<file path="src/rtl/alu_issue_ctrl.sv">
// rtl/alu_issue_ctrl.sv - single-issue ALU controller with 8x32 register file and writeback; optional ALU_ISSUE_RETIRE_CNT_EN retire counter
module alu_issue_ctrl #(
    parameter int DATA_W = 32
) (
    input  logic              clk,
    input  logic              rst_n,
    input  logic              in_valid,
    output logic              in_ready,
    input  logic [31:0]       in_instr,
    output logic [DATA_W-1:0] alu_a,
    output logic [DATA_W-1:0] alu_b,
    output logic [1:0]        alu_op,
    input  logic [DATA_W-1:0] alu_result,
    input  logic              alu_zero,
    output logic              out_valid,
    input  logic              out_ready,
    output logic [DATA_W-1:0] out_result,
    output logic              out_zero,
    output logic [2:0]        out_rd,
    output logic              out_illegal
`ifdef ALU_ISSUE_RETIRE_CNT_EN
    ,
    output logic [15:0]       retire_cnt
`endif
);

    typedef enum logic [1:0] {
        IDLE,
        EXEC,
        DONE
    } state_t;

    state_t            state;
    logic [DATA_W-1:0] rf [8];
    logic [2:0]        pend_rd;
    logic              pend_we;
    logic              pend_ill;

    logic [3:0]        opcode;
    logic [2:0]        dec_rd;
    logic [2:0]        rs1;
    logic [2:0]        rs2;
    logic [15:0]       imm;
    logic [DATA_W-1:0] rs1_val;
    logic [DATA_W-1:0] rs2_val;
    logic [DATA_W-1:0] dec_a;
    logic [DATA_W-1:0] dec_b;
    logic [1:0]        dec_op;
    logic              dec_we;
    logic              dec_ill;
    logic              unused_bits;

    assign opcode      = in_instr[31:28];
    assign dec_rd      = in_instr[27:25];
    assign rs1         = in_instr[24:22];
    assign rs2         = in_instr[21:19];
    assign imm         = in_instr[15:0];
    assign unused_bits = ^in_instr[18:16];

    // r0 is hardwired to zero on the read side as well as never written
    assign rs1_val = (rs1 == 3'd0) ? '0 : rf[rs1];
    assign rs2_val = (rs2 == 3'd0) ? '0 : rf[rs2];

    assign in_ready = (state == IDLE);

    // Decode the incoming instruction into ALU operands and writeback intent
    always_comb begin
        dec_a   = '0;
        dec_b   = '0;
        dec_op  = 2'b01;
        dec_we  = 1'b0;
        dec_ill = 1'b0;
        case (opcode)
            4'd0, 4'd1, 4'd2, 4'd3: begin
                dec_a  = rs1_val;
                dec_b  = rs2_val;
                dec_op = opcode[1:0];
                dec_we = 1'b1;
            end
            4'd4: begin
                dec_a  = rs1_val;
                dec_b  = rs2_val;
                dec_op = 2'b11;
            end
            4'd5: begin
                dec_b  = {{(DATA_W-16){1'b0}}, imm};
                dec_we = 1'b1;
            end
            default: dec_ill = 1'b1;
        endcase
    end

    // Issue/execute/complete sequencing, register file writeback and output records
    always_ff @(posedge clk or negedge rst_n) begin
        if (!rst_n) begin
            state       <= IDLE;
            alu_a       <= '0;
            alu_b       <= '0;
            alu_op      <= 2'b00;
            pend_rd     <= 3'd0;
            pend_we     <= 1'b0;
            pend_ill    <= 1'b0;
            out_valid   <= 1'b0;
            out_result  <= '0;
            out_zero    <= 1'b0;
            out_rd      <= 3'd0;
            out_illegal <= 1'b0;
            for (int i = 0; i < 8; i++) begin
                rf[i] <= '0;
            end
        end else begin
            case (state)
                IDLE: begin
                    if (in_valid) begin
                        alu_a    <= dec_a;
                        alu_b    <= dec_b;
                        alu_op   <= dec_op;
                        pend_rd  <= dec_rd;
                        pend_we  <= dec_we;
                        pend_ill <= dec_ill;
                        state    <= EXEC;
                    end
                end
                EXEC: begin
                    // Illegal instructions report a clean zero record regardless of the ALU
                    out_result  <= pend_ill ? '0 : alu_result;
                    out_zero    <= pend_ill ? 1'b0 : alu_zero;
                    out_rd      <= pend_rd;
                    out_illegal <= pend_ill;
                    out_valid   <= 1'b1;
                    if (pend_we && !pend_ill && (pend_rd != 3'd0)) begin
                        rf[pend_rd] <= alu_result;
                    end
                    state <= DONE;
                end
                DONE: begin
                    if (out_ready) begin
                        out_valid <= 1'b0;
                        state     <= IDLE;
                    end
                end
                default: state <= IDLE;
            endcase
        end
    end

`ifdef ALU_ISSUE_RETIRE_CNT_EN
    // Count completed records, wrapping naturally at 16 bits
    always_ff @(posedge clk or negedge rst_n) begin
        if (!rst_n) begin
            retire_cnt <= 16'd0;
        end else if (out_valid && out_ready) begin
            retire_cnt <= retire_cnt + 16'd1;
        end
    end
`endif

endmodule
</file>
<file path="config.mk">
export PLATFORM = sky130hd
export DESIGN_NAME = alu_issue_ctrl
export DESIGN_NICKNAME = d
export VERILOG_FILES = /design/src/rtl/alu_issue_ctrl.sv
export SDC_FILE = /design/constraint.sdc
export NUM_CORES = 1
export LEC_CHECK = 0
export BUFFER_PORTS_ARGS = -buffer_cell sky130_fd_sc_hd__buf_2
export CAP_MARGIN = 20
export CORE_ASPECT_RATIO = 0.9
export CORE_MARGIN = 2
export CORE_UTILIZATION = 60
export DETAILED_ROUTE_END_ITERATION = 12
export PLACE_DENSITY_LB_ADDON = 0.1
export REMOVE_ABC_BUFFERS = 1
export SYNTH_ARGS = -nofsm -noshare
export SYNTH_HDL_FRONTEND = slang
export SYNTH_SLANG_ARGS = --single-unit
export TNS_END_PERCENT = 20
</file>
<file path="constraint.sdc">
create_clock -name clk -period 3.42 [get_ports clk]
set_input_delay 0.171 -clock clk [delete_from_list [all_inputs] [get_ports clk]]
set_output_delay 0.171 -clock clk [all_outputs]
set_load 0.03 [all_outputs]
</file>
# == After elaboration in Yosys (flattened, before gate mapping) ==
# Index checks and enable logic that the tools add are counted.
# word_totals
regBits,367
input_bits,69
out_inout_bits,105
elab_cells,77
# op_classes
order_cmp,4
eq_ne,9
n_mux,23
n_bitwise,3
reduce_logical,18
# op_table
operator,count
$mux W32,9
$bwmux W256,1
$bmux W32 S3,2
$demux W32 S3,1
$pmux W32 S2,1
$ge A4 B4 Y1 const B,3
$not A3 Y4,3
$reduce_or A5 Y1,2
$eq A4 B2 Y1 const B,2
$eq A4 B3 Y1 const B,2
$reduce_and A2 Y1,4
$logic_not A3 Y1,2
$pmux W2 S3,1
$reduce_or A6 Y1,1
$eq A4 B1 Y1 const B,1
$logic_not A4 Y1,1
$lt A4 B1 Y1 const B,1
$mux W1,4
$mux W2,2
$ne A2 B2 Y1 const B,2
$pmux W2 S2,1
$reduce_or A4 Y1,1
$logic_and A1 B1 Y1,3
$reduce_bool A3 Y1,1
other kinds (6),6

# == Logic depth before layout (Yosys ltp) ==
# logic_depth
ltp_word,6
depth_mapped,7
ltp_nobuf,4

# == Worst setup path before layout ==
# OpenSTA, ideal clock, no wires.
# synth_timing
path_kind,register -> register
from,reg state[1]
to,reg rf[100] (netlist bit)
setup_time_ns,0.125
t_arrival_ns,1.908
t_required_ns,3.295
setup_slack_ns,1.387
path_stages_with_launch,6
n_path_buf,1
period_less_slack_ns,2.033
path_cell_list,dfrtp_1 > nand2b_1 > or4b_4 > nor3b_4 > buf_6 > mux2_2
# synth_between
elab_chain_len,2
# synth_rtl
element,line_no,source
"start, declared",33,state_t state;
"start signal, assigned",96,state <= IDLE;
"start signal, assigned",121,state <= EXEC;
"start signal, assigned",134,state <= DONE;
$eq A2 B1 Y1,112,case (state)
$reduce_and A2 Y1 (no source line),n/a,
"end signal, assigned by index",132,rf[pend_rd] <= alu_result;
"end, declared",34,logic [DATA_W-1:0] rf [8];
# Every way passes these cells.
# A chain may end at the register's enable or synchronous reset.

# == Final worst setup path ==
# layout_timing
from,reg state[1]
to,reg rf[17] (netlist bit)
# Same word-level chain as after synthesis.

==> run_results.csv <==
group,metric,value,unit
cells_and_area,layout_common_cells,"335 x dfrtp_1, 287 x mux2_2, 165 x buf_2",
clock_network,post_cts_resized,0,
clock_network,clock_latency,0.51,ns
die,core,0.0261,mm2
sta,drv_slew,0,
global_route,grt_pass1_vias,11500,
critical_path,crit_fanout,22,
critical_path,path_cells,"nand2b_2 > nor4b_4 > nand3_2 > buf_4 > mux2_2",
placed_design,port_buffers,170,
clock_network,root_buffer,"clkbuf_16",
cells_and_area,final_common_cell,"dfrtp_1",
detailed_routing,wl_per_cell,23.3,um
power,intPower,10.4,mW
logic_synthesis,yosys.area.top_type,"dfrtp_1",
power,clkPwrFrac,23.6,%
power,combPwrFrac,32.9,%
sta,finalSetupViolCount,0,
logic_synthesis,yosys.cell_types.count,40,
detailed_routing,vias,11200,
die,ios,174,
sta,finalCritPeriodShare,76.3,%
global_route,grt_pass1_wl,65.6,mm
power,vdd_drop_max,518,uV
power,total_power,15.8,mW
power,p_seq_share,43.4,%
logic_synthesis,synth_area_per_cell,13.1,um2
die,die_width,176,um
cells_and_area,area_growth_syn_to_layout,17.4,%
detailed_routing,wl,41.5,mm
cells_and_area,n_antenna_cell,0,
logic_synthesis,synthesis.area,0.0160,mm2
power,power_density,839,mW/mm2
detailed_routing,first_pass_iters,5,
sta,rsz0062_at_grt,"no",
outcome,run_status,"finished, final reports clean",
logic_synthesis,ys_warn_count,0,
job,max_cap_viol_count,0,
clock_network,cts_tree,"done",
logic_synthesis,ys_top_cells_by_area,"dfrtp_1 52%, mux2_2 20%, mux4_2 7.9%",
clock_network,postCtsSetupBuffers,0,
detailed_routing,drc_errors,0,
min_path,hp-class,"input port to flop",
die,start_util,61.2,%
die,dieHeight,159,um
cells_and_area,ff_latch_area,0.00838,mm2
cells_and_area,multi_input_area,0.00718,mm2
clock_network,clockBufferDepth,3,
logic_synthesis,synth_seq_cells,335,
clock_network,postCtsHoldBufs,49,
cells_and_area,drive_above_1_share,42.2,%
clock_network,h-tree-depth,2,
critical_path,crit_type,"flop to flop",
critical_path,setup.worst_path.end_class,"flop",
logic_synthesis,synth_top_area_share,52.4,%
power,p_leak,8.41,nW
sta,post-route-min-period,2.61,ns
power,swShare,33.9,%
logic_synthesis,synthCells,1223,
detailed_routing,first_iter_violations,818,
detailed_routing,drtAntennaViolNets,0,
sta,final.setup_skew,0.0101,ns
logic_synthesis,yosysSeqAreaShare,52.4,%
sta,holdWs,0.00699,ns
sta,max_slew.worst_pin.slew,1.12,ns
die,dieArea,0.0280,mm2
clock_network,clkTransAtPathRegs,0.06,ns
sta,relSlewSlack,24.9,%
clock_network,numCtsBuffers,36,
clock_network,cts.sinks,335,
global_route,antenna_found_initial,1,
critical_path,cp.arrival,2.99,ns
global_route,grt_max_degree,96,
cells_and_area,fin_nets,1477,
global_route,grt.total_usage,30.2,%
placed_design,dp_hpwl,23.2,mm
critical_path,startpoint_type,"flop",
global_route,grt-ovfl-total,0,
cells_and_area,n_fill_cell,1830,
power,switchingPower,5.34,mW
critical_path,critPathSlowestCell,"nand3_2",
critical_path,cpPeakStageDelay,0.72,ns
critical_path,critPathRequiredTime,3.80,ns
detailed_routing,via_per_inst,6.30,
die,rows,56,
placed_design,gp_congestion,0.784,
sta,max_freq,383,MHz
sta,hold_violations,0,
## state kept, by name, summed over array words and instances (netlist names)
signal	cells
alu_a	32
rf	224
out_result	32
out_illegal	1
pend_we	1
alu_b	32
pend_ill	1
out_zero	1
out_rd	3
out_valid	1
state	2
pend_rd	3
alu_op	2
## cell usage after synthesis (all sizes together)
library cell  number
a21oi              3
a221oi            59
mux2             290
dfrtp            335
or3                1
nand2             94
o221ai             4
nor2              20
nor2b             11
a211oi             8
mux2i             10
or3b               1
o31ai              2
and2               4
a221o             15
o22a               5
inv                6
a311oi             1
or4b               1
o21a               1
nor4b              1
nand3              1
o21ai            125
clkbuf            56
nand2b            36
a22o               1
a32o               4
buf               45
nor3              21
nand3b             2
mux4              56
nor3b              2
nand4bb            1
o21bai             1
## area by class of cell
cell class / count / share of cell area [%]
Sequential cell: 335 / 44.6
Multi-Input combinational cell: 781 / 38.2
Timing Repair Buffer: 248 / 8.68
Clock buffer: 60 / 5.92
Tap cell: 348 / 2.32
Inverter: 6 / 0.120
Clock inverter: 3 / 0.0933
## power groups by stage
stage	Sequential, mW	Clock, mW	Combinational (mW)
6_report	6.85	3.73	5.19
4_1_cts	6.80	3.78	5.23
3_5_place_dp	6.85	0	5.16
5_1_grt	7.05	3.93	5.62
3_3_place_gp	6.72	0	5.01
2_1_floorplan	7.46	0	2.87
## worst max-delay path: cells and delay by family, from the launching register on
family / cells / cell delay (ns)
multiplexers: 1 / 0.29
flip-flops: 1 / 0.42
AND/OR/NAND/NOR: 3 / 1.29
buffers and inverters: 1 / 0.47
## per-stage QoR
stage | cells | TNS [ns] | util, % | instance area [um2] | setup WS [ns]
after floorplan | 1122 | -51.05 | - | 15500 | -0.715
after CTS | 1781 | 0 | 71.8 | 18800 | 0.796
after detailed placement | 1669 | 0 | 65.6 | 17200 | 0.842
after global routing | 1781 | 0 | 71.8 | 18800 | 0.710
after global placement | 1669 | 0 | 65.6 | 17200 | 0.865
final | 1781 | 0 | 71.8 | 18800 | 0.810
## kinds of logic (layout without fill, tap and decap cells)
logic type | after synthesis | in the layout | share of synthesized area, %
compound gates | 229 | 229 | 9.59
flops | 335 | 335 | 52.4
buf+inv | 107 | 317 | 2.97
mux | 356 | 356 | 28.9
simple gates | 196 | 196 | 6.10
## routing by layer
layer,GRT usage (%),part of all wire (%)
met4,8.45,2.4
met1,43.0,43
met3,3.71,6.1
met2,49.4,48
met5,0,0.017
## worst paths after layout
kind / start / end / slack (ns) / depth (start not counted)
max in group asynchronous: rst_n / rf[213] / 2.25 / 3
max: state[1] / rf[17] / 0.81 / 5
min in group asynchronous: rst_n / out_valid / 0.22 / 2
min reg2reg: out_result[22] / out_result[22] / 0.47 / 2
max reg2reg: state[1] / rf[17] / 0.81 / 5
min: alu_result[25] / out_result[25] / 0.007 / 3
Power figures use the tool's default switching activity.
